File: src/rtl/sprite_scan_reader.sv
// Sprite scan reader: per-pixel hit test against the live sprite slots,
// RAM read address generation and a two-stage pixel/sync pipeline.
// Shadow slot registers commit to the live set only on frame_start.
module sprite_scan_reader #(
  parameter int unsigned NSLOTS   = 4,
  parameter logic [3:0]  BG_COLOR = 4'h0,
  parameter logic [3:0]  TRANSP   = 4'h0
) (
  input  logic        clk,
  input  logic        reset_n,
  input  logic [9:0]  hcount,
  input  logic [9:0]  vcount,
  input  logic        active,
  input  logic        hsync_in,
  input  logic        vsync_in,
  input  logic        frame_start,
  input  logic        cfg_we,
  input  logic [1:0]  cfg_slot,
  input  logic        cfg_en,
  input  logic [2:0]  cfg_id,
  input  logic [9:0]  cfg_x,
  input  logic [9:0]  cfg_y,
  output logic [14:0] addr_out,
  input  logic [3:0]  q,
  output logic [3:0]  pixel,
  output logic        pixel_valid,
  output logic        hsync_out,
  output logic        vsync_out
);

  logic       r_sh_en [NSLOTS];
  logic [2:0] r_sh_id [NSLOTS];
  logic [9:0] r_sh_x  [NSLOTS];
  logic [9:0] r_sh_y  [NSLOTS];

  logic       r_lv_en [NSLOTS];
  logic [2:0] r_lv_id [NSLOTS];
  logic [9:0] r_lv_x  [NSLOTS];
  logic [9:0] r_lv_y  [NSLOTS];

  logic        w_any;
  logic [14:0] w_addr;
  logic [10:0] w_dx;
  logic [10:0] w_dy;

  logic [14:0] r_addr;
  logic        r_hit1;
  logic        r_act1;
  logic        r_hs1;
  logic        r_vs1;

  logic [3:0]  r_pixel;
  logic        r_act2;
  logic        r_hs2;
  logic        r_vs2;

  // Shadow slot registers, written by the config path
  always_ff @(posedge clk) begin
    if (!reset_n) begin
      for (int unsigned i = 0; i < NSLOTS; i++) begin
        r_sh_en[i] <= 1'b0;
        r_sh_id[i] <= '0;
        r_sh_x[i]  <= '0;
        r_sh_y[i]  <= '0;
      end
    end else if (cfg_we) begin
      r_sh_en[cfg_slot] <= cfg_en;
      r_sh_id[cfg_slot] <= cfg_id;
      r_sh_x[cfg_slot]  <= cfg_x;
      r_sh_y[cfg_slot]  <= cfg_y;
    end
  end

  // Live slot registers: commit the pre-write shadow set at frame start
  always_ff @(posedge clk) begin
    if (!reset_n) begin
      for (int unsigned i = 0; i < NSLOTS; i++) begin
        r_lv_en[i] <= 1'b0;
        r_lv_id[i] <= '0;
        r_lv_x[i]  <= '0;
        r_lv_y[i]  <= '0;
      end
    end else if (frame_start) begin
      for (int unsigned i = 0; i < NSLOTS; i++) begin
        r_lv_en[i] <= r_sh_en[i];
        r_lv_id[i] <= r_sh_id[i];
        r_lv_x[i]  <= r_sh_x[i];
        r_lv_y[i]  <= r_sh_y[i];
      end
    end
  end

  // Stage 0 hit test: ascending scan, first hit wins so the lowest index has priority.
  // A negative difference sets bit 10, so only 0..63 offsets qualify.
  always_comb begin
    w_any  = 1'b0;
    w_addr = '0;
    w_dx   = '0;
    w_dy   = '0;
    for (int unsigned i = 0; i < NSLOTS; i++) begin
      w_dx = {1'b0, hcount} - {1'b0, r_lv_x[i]};
      w_dy = {1'b0, vcount} - {1'b0, r_lv_y[i]};
      if (!w_any && r_lv_en[i] && active &&
          (w_dx[10:6] == '0) && (w_dy[10:6] == '0)) begin
        w_any  = 1'b1;
        w_addr = {r_lv_id[i], w_dy[5:0], w_dx[5:0]};
      end
    end
  end

  // Stage 1: RAM address (held when nothing hits) and aligned control bits
  always_ff @(posedge clk) begin
    if (!reset_n) begin
      r_addr <= '0;
      r_hit1 <= 1'b0;
      r_act1 <= 1'b0;
      r_hs1  <= 1'b0;
      r_vs1  <= 1'b0;
    end else begin
      if (w_any) r_addr <= w_addr;
      r_hit1 <= w_any;
      r_act1 <= active;
      r_hs1  <= hsync_in;
      r_vs1  <= vsync_in;
    end
  end

  // Stage 2: colour select using the negedge RAM data, syncs delayed to match
  always_ff @(posedge clk) begin
    if (!reset_n) begin
      r_pixel <= BG_COLOR;
      r_act2  <= 1'b0;
      r_hs2   <= 1'b0;
      r_vs2   <= 1'b0;
    end else begin
      r_pixel <= (r_act1 && r_hit1 && (q != TRANSP)) ? q : BG_COLOR;
      r_act2  <= r_act1;
      r_hs2   <= r_hs1;
      r_vs2   <= r_vs1;
    end
  end

  assign addr_out    = r_addr;
  assign pixel       = r_pixel;
  assign pixel_valid = r_act2;
  assign hsync_out   = r_hs2;
  assign vsync_out   = r_vs2;

endmodule

File: config.mk
export PLATFORM = sky130hd
export DESIGN_NAME = sprite_scan_reader
export DESIGN_NICKNAME = d
export VERILOG_FILES = /design/src/rtl/sprite_scan_reader.sv
export SDC_FILE = /design/constraint.sdc
export NUM_CORES = 1
export LEC_CHECK = 0
export ABC_AREA = 1
export CORE_ASPECT_RATIO = 0.6
export CORE_MARGIN = 2
export CORE_UTILIZATION = 35
export CTS_CLUSTER_SIZE = 10
export DETAILED_ROUTE_END_ITERATION = 7
export PLACE_DENSITY_LB_ADDON = 0.1
export SLEW_MARGIN = 20
export SYNTH_ARGS = -nofsm -noshare
export SYNTH_HDL_FRONTEND = slang
export SYNTH_SLANG_ARGS = --single-unit
File: constraint.sdc
create_clock -name clk -period 6.95 [get_ports clk]
set_input_delay 0.695 -clock clk [delete_from_list [all_inputs] [get_ports clk]]
set_output_delay 0.695 -clock clk [all_outputs]
set_load 0.1 [all_outputs]
**Word-level counts from Yosys, hierarchy flattened**

Memories as Yosys holds them, arrays and structs flattened.
Index checks and enable logic that the tools add are counted.

- Add/subtract/negate cells: 8
- Muxes and demuxes: 43
- Bitwise logic cells: 16
- Reductions and logical operators: 34

Operator list:

| operator | count |
|---|---|
| $mux 10 | 10 |
| $sub 10x10->11 | 8 |
| $mux 15 | 4 |
| $logic_not 5->1 | 8 |
| $mux 1 | 20 |
| $reduce_or 10->1 | 2 |
| $logic_and 1x1->1 | 17 |
| $or 1x1->1 | 16 |
| $mux 3 | 5 |
| $mux 2 | 4 |
| $reduce_bool 4->1 | 1 |
| $logic_not 1->1 | 3 |
| $reduce_or 3->1 | 1 |
| $reduce_and 2->1 | 1 |
| $reduce_or 1->1 | 1 |

- Bits in registers: 26
- Memory bits (writable): 192
- Input port bits: 57
- Output and inout port bits: 22
- Logic and storage cells: 118
- Memories kept: 8

Memories:

| memory | depth | bits a word | read ports | clocked after memory_dff | write ports | RTL line | RTL |
|---|---|---|---|---|---|---|---|
| r_lv_x | 4 | 10 | 4 | 0 | 4 | 38 | `logic [9:0] r_lv_x [NSLOTS];` |
| r_lv_y | 4 | 10 | 4 | 0 | 4 | 39 | `logic [9:0] r_lv_y [NSLOTS];` |
| r_sh_x | 4 | 10 | 4 | 0 | 4 | 33 | `logic [9:0] r_sh_x [NSLOTS];` |
| r_sh_y | 4 | 10 | 4 | 0 | 4 | 34 | `logic [9:0] r_sh_y [NSLOTS];` |
| r_lv_id | 4 | 3 | 4 | 0 | 4 | 37 | `logic [2:0] r_lv_id [NSLOTS];` |
| r_sh_id | 4 | 3 | 4 | 0 | 4 | 32 | `logic [2:0] r_sh_id [NSLOTS];` |
| 2 more memories | - | - | - | - | - | - |  |

**Logic depth before layout (Yosys ltp)**

Gate-level depths: netlist (run 1).

- Depth in word-level cells: 23
- Mapped depth: 20
- Mapped depth without buffers: 20

**Least setup slack after synthesis (run 1)**

Ideal clock, no wire load.

- Path kind: in2reg
- From: input hcount[0]
- To: register r_addr[1], in the netlist addr_out[1]
- Setup time: 0.115 ns
- Arrival time: 2.789 ns
- Required time: 6.835 ns
- Setup slack: 4.046 ns
- Stages: 19
- Buffers on the path: 1
- Cell sequence: inv_1 > ha_1 > fa_1 > nand3b_1 > nand2_1 > nand2_1 > nand2_1 > nand2_1 > nand2_1 > nand2_1 > nand2_1 > nand4_1 > nor2_4 > nand4_2 > buf_2 > nor2_1 > nor2_1 > nand2_1 > nand2_1

- Longest elaborated chain between the ends: 23
- Elaborated cells between the ends (all ways): 33
- Classes of those cells: 4 x add/sub; 8 x mux; 21 x reduce/logical

Ends and longest elaborated chain:

| element | RTL line | RTL |
|---|---|---|
| from (decl) | 11 | `input logic [9:0] hcount,` |
| $sub 10x10->11 | 101 | `w_dx = {1'b0, hcount} - {1'b0, r_lv_x[i]};` |
| $logic_not 5->1 | 104 | `(w_dx[10:6] == '0) && (w_dy[10:6] == '0)) begin` |
| $logic_and 1x1->1 | 103 | `if (!w_any && r_lv_en[i] && active &&` |
| $logic_and 1x1->1 | 104 |  |
| $mux 1 | 103 |  |
| $logic_not 1->1 | 103 |  |
| $logic_and 1x1->1 (3 in a row) | 103 |  |
| $logic_and 1x1->1 | 104 |  |
| $mux 1 | 103 |  |
| $logic_not 1->1 | 103 |  |
| $logic_and 1x1->1 (3 in a row) | 103 |  |
| $logic_and 1x1->1 | 104 |  |
| $mux 1 | 103 |  |
| $logic_not 1->1 | 103 |  |
| $logic_and 1x1->1 (3 in a row) | 103 |  |
| $logic_and 1x1->1 | 104 |  |
| $mux 15 or $mux 1 (tied branches) | 103 |  |
| to (signal assigned) | 120 | `if (w_any) r_addr <= w_addr;` |
| to (decl) | 46 | `logic [14:0] r_addr;` |

Parallel ways exist; a longest one is shown, timed or not.
A chain may end at the register's enable or synchronous reset.

**Worst setup path after layout (run 1)**

Ends and elaborated chain as after synthesis.

==> results of run 1 <==
==> Yosys cell counts (2+ instances only) <==
cell | number | area [um2]
inv_1 | 343 | 1290
nand2_1 | 317 | 1190
nor2_1 | 300 | 1130
edfxtp_1 | 186 | 5590
nand3_1 | 106 | 531
ha_1 | 80 | 1000
a21oi_1 | 49 | 245
dfxtp_1 | 32 | 641
o21ai_0 | 27 | 135
nand4_1 | 23 | 144
xnor2_1 | 19 | 166
clkbuf_1 | 18 | 67.6
xor2_1 | 16 | 140
nand3b_1 | 10 | 75.1
nor3_1 | 10 | 50.1
o21bai_1 | 10 | 75.1
fa_1 | 8 | 160
nand2_2 | 5 | 31.3
nor2_2 | 5 | 31.3
o21ai_1 | 5 | 25.0
nand4_2 | 4 | 50.1
a21oi_2 | 3 | 26.3
a31oi_1 | 3 | 18.8
buf_2 | 3 | 15.0
nor2_8 | 3 | 60.1
o21ai_2 | 3 | 26.3
buf_1 | 2 | 7.51
nand3_2 | 2 | 20.0
o22ai_1 | 2 | 12.5
or2_2 | 2 | 12.5
==> final timing paths <==
path	from	endpoint	slack (ps)	cells after the start
max reg2reg	r_lv_x[0][0]	addr_out[1]	3460	17
min reg2reg	r_hs1	hsync_out	410	2
max	hcount[0]	addr_out[1]	3150	19
min	r_hs1	hsync_out	410	2
==> worst max-delay path, cell delays in order <==
cell             delay (ps)
clkdlybuf4s50_1         410
inv_1                   130
ha_1                    290
inv_1                   130
fa_1                    460
nand3_1                 120
nand3_1                 110
nand2_1                 100
nand3_1                  80
nand2_1                 110
nand3_1                  80
nor2_1                  160
nand3_2                 470
nand2_2                 340
inv_1                   190
nand3b_1                140
nand3_1                  80
nand2_1                  80
nand2_1                  40
==> final cells by class <==
cell class,count,area [um2],share of cell area (%)
sequential,218,6230,41.0
timing repair buffer,84,826,5.43
multi-input combinational,1021,5480,36.0
inverter,344,1290,8.49
clock inverter,4,45.0,0.296
tap,504,631,4.15
antenna,1,2.50,0.0165
clock buffer,40,703,4.63
==> sequential cells by signal, indices dropped and copies added (netlist names), 4 cells and up <==
register,count
addr_out,15
pixel,4
r_lv_en,4
r_lv_id,12
r_lv_x,40
r_lv_y,40
r_sh_en,4
r_sh_id,12
r_sh_x,40
r_sh_y,40
==> layer usage <==
layer | global-route usage (%) | vias to the layer above | part of all wire, %
met5 | 0 | - | 0
met4 | 3.01 | 0 | 1.3
met3 | 5.60 | 36 | 9.1
met2 | 26.7 | 344 | 35
met1 | 36.2 | 5040 | 54
li1 | - | 5243 | -
==> per-stage QoR <==
stage               setup WS [ps]  instances  power [W]
global placement             2660       2171    0.00223
CTS                          3230       2215    0.00349
floorplan                    4050       1608    0.00199
detailed placement           2640       2171    0.00222
finish                       3150       2216    0.00345
global route                 2890       2215    0.00362
==> kinds of logic (layout without fill, tap and decap cells) <==
| group | Yosys count | count (layout) | share of synthesized area (%) |
|---|---|---|---|
| other | 0 | 1 | 0 |
| AOI/OAI and AO/OA | 103 | 103 | 4.37 |
| xor gates and xnor gates | 35 | 35 | 2.34 |
| and+or+nand+nor | 795 | 795 | 26.1 |
| DFF | 218 | 218 | 47.6 |
| adders and majority gates | 88 | 88 | 8.88 |
| buffers and inverters | 369 | 472 | 10.7 |
==> report_power, final <==
group | internal (W) | switching, W
Clock | 0.000694 | 0.000562
Combinational | 0.000219 | 0.000441
Sequential | 0.00151 | 0.0000305
==> results by group, run 1 <==
Global route
  • GR Util All Layers: 21.5%
  • First-pass GRT wire length: slightly above 60,000 um
  • Largest net degree at the start of global routing: 67
  • Total grt overflow: 0
  • Number of global-route vias before repair: about 10,000
  • Initial antenna violation count: 1

STA
  • Fin crit share: roughly 55%
  • Final Critical Period: around 3800 ps
  • Worst rel slew slack: between 30% and 40%
  • Slew Limit Fails: 0
  • Clock Skew: around 18 ps
  • Hold slack: 411 ps
  • Fmax: between 200 and 300 MHz
  • Final setup viols: 0
  • Final Hold Viols: 0
  • RSZ-0062 raised after global routing: no
  • Worst slew pin tran: a little over 1000 ps
  • Setup_tns: 0 ps

Power and ir drop
  • Pwr per Cell Area: roughly 230 nW/um2
  • Peak VDD IR: 0.188 mV
  • Leak: about 7.2 nW

Routing
  • DR pass1 iterations: 5
  • Vias: between 10,000 and 15,000
  • Antenna-violating nets left: 0
  • DRC viols: 0
  • DR iter-0 viols: about 960
  • Routed wire length: roughly 40,000 um
  • Vias per inst: 4.81
  • WL/cell: about 19 um

Synth
  • Net Count, Synth: between 1,500 and 2,000
  • Netlist Area Pre-Place: about 13,000 um2
  • Yosys warns: 0
  • Number of synthesized flops with an enable pin: approximately 190
  • Main flop type after synthesis: edfxtp_1
  • Syn avg cell area: slightly above 8 um2
  • Post-synthesis sequential area ratio: ~48%
  • Asr flop ratio synth: 0%
  • Yosys cell types: 42
  • Synth Instances: between 1,500 and 2,000
  • Synthesis-stage register bit count: roughly 220

Floorplanning
  • Boundary pin count: 79
  • Core area: ~37,000 um2
  • Total Die Area: between 30,000 and 40,000 um2
  • Initial Utilization: roughly 36%
  • Site row count: 54
  • Die Wd: around 250 um
  • Die Ht: around 150 um

Place
  • Placer Congestion: between 0.9 and 1
  • IO buf count: between 70 and 80
  • DP HPWL: around 31,000 um
  • Area after DPL: ~14,000 um2

Clock network
  • TritonCTS Buffers: 26
  • Root Driver: clkbuf_16
  • CTS tree: built
  • CTS sink cnt: between 200 and 250
  • Reg clk slew, reported paths: about 60 ps
  • H-tree levels: 1
  • Post-CTS Setup Inserts: 0
  • CTS Hold Bufs: 0
  • Worst-Skew Late Latency: 570 ps
  • Clk buf depth: 3
  • Post_cts resized: 0

Layout
  • Most common cell after layout, fill and taps aside: inv_1
  • Area grow syn2layout: 16.2%
  • Post-layout util: about two fifths
  • Most frequent cells in the layout: 343 x inv_1, 311 x nand2_1, 300 x nor2_1, 186 x edfxtp_1, 106 x nand3_1
  • Fill count: between 3,000 and 4,000
  • Share of cells above drive strength 1: about 4.3%
  • # nets final: 1,840
  • Fin area: between 15,000 and 20,000 um2

Critical path
  • CP Capture Type: register
  • Worst Path Max Fanout: 22
  • Worst Path Arrival: between 4000 and 5000 ps
  • Critical Path Start Type: input pin
  • Worst Path Required: roughly 7400 ps
  • Crit Path Class: in -> reg

Status
  • Status: finished, final reports clean

Run
  • Maxcap violations: 0

Worst hold path
  • Path category of the worst min-delay check: reg -> reg
(Power assumes the default switching activity.)
==> inputs of run 2 (changes only) <==
==> constraint.sdc (replaced) <==
create_clock -name clk -period 3.8 [get_ports clk]
set_input_delay 0.38 -clock clk [delete_from_list [all_inputs] [get_ports clk]]
set_output_delay 0.38 -clock clk [all_outputs]
set_load 0.1 [all_outputs]
==> run 2 against run 1 <==
Effect of this change: final area up 1.7%; setup slack lost 2600 ps; worst hold slack worse by 65 ps; count of clock-buffer cells in the layout up 5; critical endpoint is now addr_out[13]; highest routed layer unchanged.
==> results by group, run 2 (synthesized netlist as in run 1, its figures left out) <==
Power and ir drop
  • Power, Total: 0.00633 W (+83%)
  • Peak VDD IR: 0.311 mV (+66%)
  • Share of total power in combinational logic: 18.8% (-0.3 points)
  • Sw Share: 29.3% (-0.60 points)
  • Sw Pwr: 0.00186 W (+80%)
  • Clock share of power: 36.9% (+0.5 points)
  • Sequential Power Share: 44.3% (-0.2 points)
  • Pint: 0.00448 W (+85%)
  • Leak: 7.31 nW (+2.2%)
  • Pwr per Cell Area: 410 nW/um2 (+80%)

Floorplanning
  • Core area: 36,600 um2 (unchanged)
  • Total Die Area: 39,000 um2 (unchanged)
  • Die Wd: 254 um (unchanged)
  • Die Ht: 154 um (unchanged)
  • Boundary pin count: 79 (unchanged)
  • Initial Utilization: 35.8% (unchanged)
  • Site row count: 54 (unchanged)

Layout
  • Register area: 6230 um2 (unchanged)
  • Layout Cells excl Fill: 2,246 (+1.4%)
  • # nets final: 1,867 (+1.5%)
  • Multi-input gate area: 5470 um2 (-0.23%)
  • Area grow syn2layout: 18.2%
  • Most frequent cells in the layout: 343 x inv_1, 316 x nand2_1, 300 x nor2_1, 186 x edfxtp_1, 106 x nand3_1
  • Most common cell after layout, fill and taps aside: inv_1
  • Share of cells above drive strength 1: 5.57% (+1.3 points)
  • Diodes inserted: 0 (-1)
  • Fill count: 3,770 (+0.78%)

STA
  • Final setup viols: 0 (unchanged)
  • Fmax: 309 MHz
  • Slew Limit Fails: 0 (unchanged)
  • Clock Skew: 10.3 ps (-7.80 ps)
  • Final Hold Viols: 0 (unchanged)
  • Final Critical Period: roughly 3200 ps
  • Final Worst Setup Slack: 565 ps (-2580 ps)
  • Hold slack: 346 ps (-65.1 ps)
  • Worst slew pin tran: 988 ps (-46.0 ps)
  • Fin crit share: a little under nine tenths
  • Setup_tns: 0 ps (unchanged)
  • RSZ-0062 raised after global routing: no
  • Worst rel slew slack: 33.9% (+3.1 points)

Routing
  • Antenna-violating nets left: 0 (unchanged)
  • DR pass1 iterations: 5 (unchanged)
  • Routed wire length: 39,600 um (-3.8%)
  • DRC viols: 0 (unchanged)
  • DR iter-0 viols: 870 (-9.3%)
  • Vias per inst: 4.64 (-3.5%)
  • Vias: 10,400 (-2.2%)
  • WL/cell: 17.6 um (-5.1%)

Status
  • Status: finished, final reports clean

Critical path
  • Worst Path Arrival: 3700 ps (-560 ps)
  • Crit Path Class: in -> reg
  • Critical Path Start Type: input pin
  • Worst Reg2Reg Path Length in Cells: 19 (+2)
  • CP Capture Type: register
  • Worst Path Max Fanout: 14 (-36%)
  • Worst Path Required: 4260 ps (-3140 ps)

Clock network
  • CTS sink cnt: 218 (unchanged)
  • Post_cts resized: 0 (unchanged)
  • Worst-Skew Late Latency: 560 ps (about the same)
  • CTS tree: built
  • Root Driver: clkbuf_16
  • Clk buf depth: 3 (unchanged)
  • Reg clk slew, reported paths: 60 ps (about the same)
  • CTS Hold Bufs: 0 (unchanged)
  • TritonCTS Buffers: 26 (unchanged)
  • Post-CTS Setup Inserts: 0 (unchanged)
  • H-tree levels: 1 (unchanged)

Worst hold path
  • Path category of the worst min-delay check: in -> reg
  • Worst hold path cell count: 3 (+1)

Place
  • IO buf count: 78 (unchanged)
  • Setup slack at placement: -55.3 ps (-2700 ps)
  • Placed cell count: 2,198 (+1.2%)
  • Placer Congestion: 0.883 (-6.3%)
  • DP HPWL: 31,500 um (+2.0%)

Global route
  • Largest net degree at the start of global routing: 54 (-19%)
  • Initial antenna violation count: 2 (+1)
  • Total grt overflow: 0 (unchanged)
  • First-pass GRT wire length: 60,000 um (-3.6%)
  • GR Util All Layers: 20.7% (-0.82 points)
  • Number of global-route vias before repair: 9,843 (-1.2%)

Run
  • Maxcap violations: 0 (unchanged)
[run 2: cell count changes in the layout (fill, tap and decap cells not counted)]
cell	previous run	this run
buf_12	0	4
diode_2	1	0
clkinv_1	2	0
clkbuf_8	0	1
buf_4	6	29
clkbuf_1	14	18
nand2_2	10	5
clkinv_2	0	1
nand2_1	311	316
[run 2: worst paths after layout]
kind	end	slack [ps]	startpoint
max	addr_out[13]	570	hcount[0]
min	r_hs1	350	hsync_in
max reg2reg	addr_out[13]	590	r_lv_x[0][0]
min reg2reg	vsync_out	410	r_vs1
[run 2: area by class of cell]
cell class | count | share of cell area [%]
timing repair buffer | 111 | 6.97
inverter | 344 | 8.35
multi-input combinational | 1021 | 35.3
clock buffer | 45 | 4.73
tap | 504 | 4.08
sequential | 218 | 40.3
clock inverter | 3 | 0.275
[run 2: critical path: stages]
cell	delay, ps
clkdlybuf4s50_1	480
inv_1	60
buf_4	140
ha_1	240
fa_1	410
nand3b_1	170
nand2_1	150
nand2_1	90
nand2_1	60
nand2_1	50
nand2_1	100
nand3b_1	90
nor2_1	150
nand3_1	170
nor2_4	220
nand4_2	370
nor2_1	200
nor2_1	60
nand2_1	50
nand2_1	50
[run 2: stage by stage]
stage | utilization, % | area (um2)
global placement | 40.2 | 14700
detailed placement | 40.2 | 14700
global route | 42.3 | 15500
floorplan | - | 13100
finish | 42.3 | 15500
CTS | 42.3 | 15500
[run 2: per-layer routing]
layer  GRT usage [%]  vias to the layer above  wire, um  part of all wire, %
met2            25.8                      209     13900                   35
met1            35.8                     4898     22700                   57
li1                -                     5291         -                    -
met3            3.78                       31      2510                  6.3
met4            3.01                        0       501                  1.3
met5               0                        -         0                    0
[run 2: power groups by stage]
stage	clock network [W]	logic [W]	registers (W)
after floorplan	0	0.000792	0.00284
after global placement	0	0.00119	0.00286
after detailed placement	0	0.00118	0.00286
after CTS	0.00240	0.00119	0.00281
after global routing	0.00249	0.00135	0.00282
final	0.00234	0.00119	0.00281
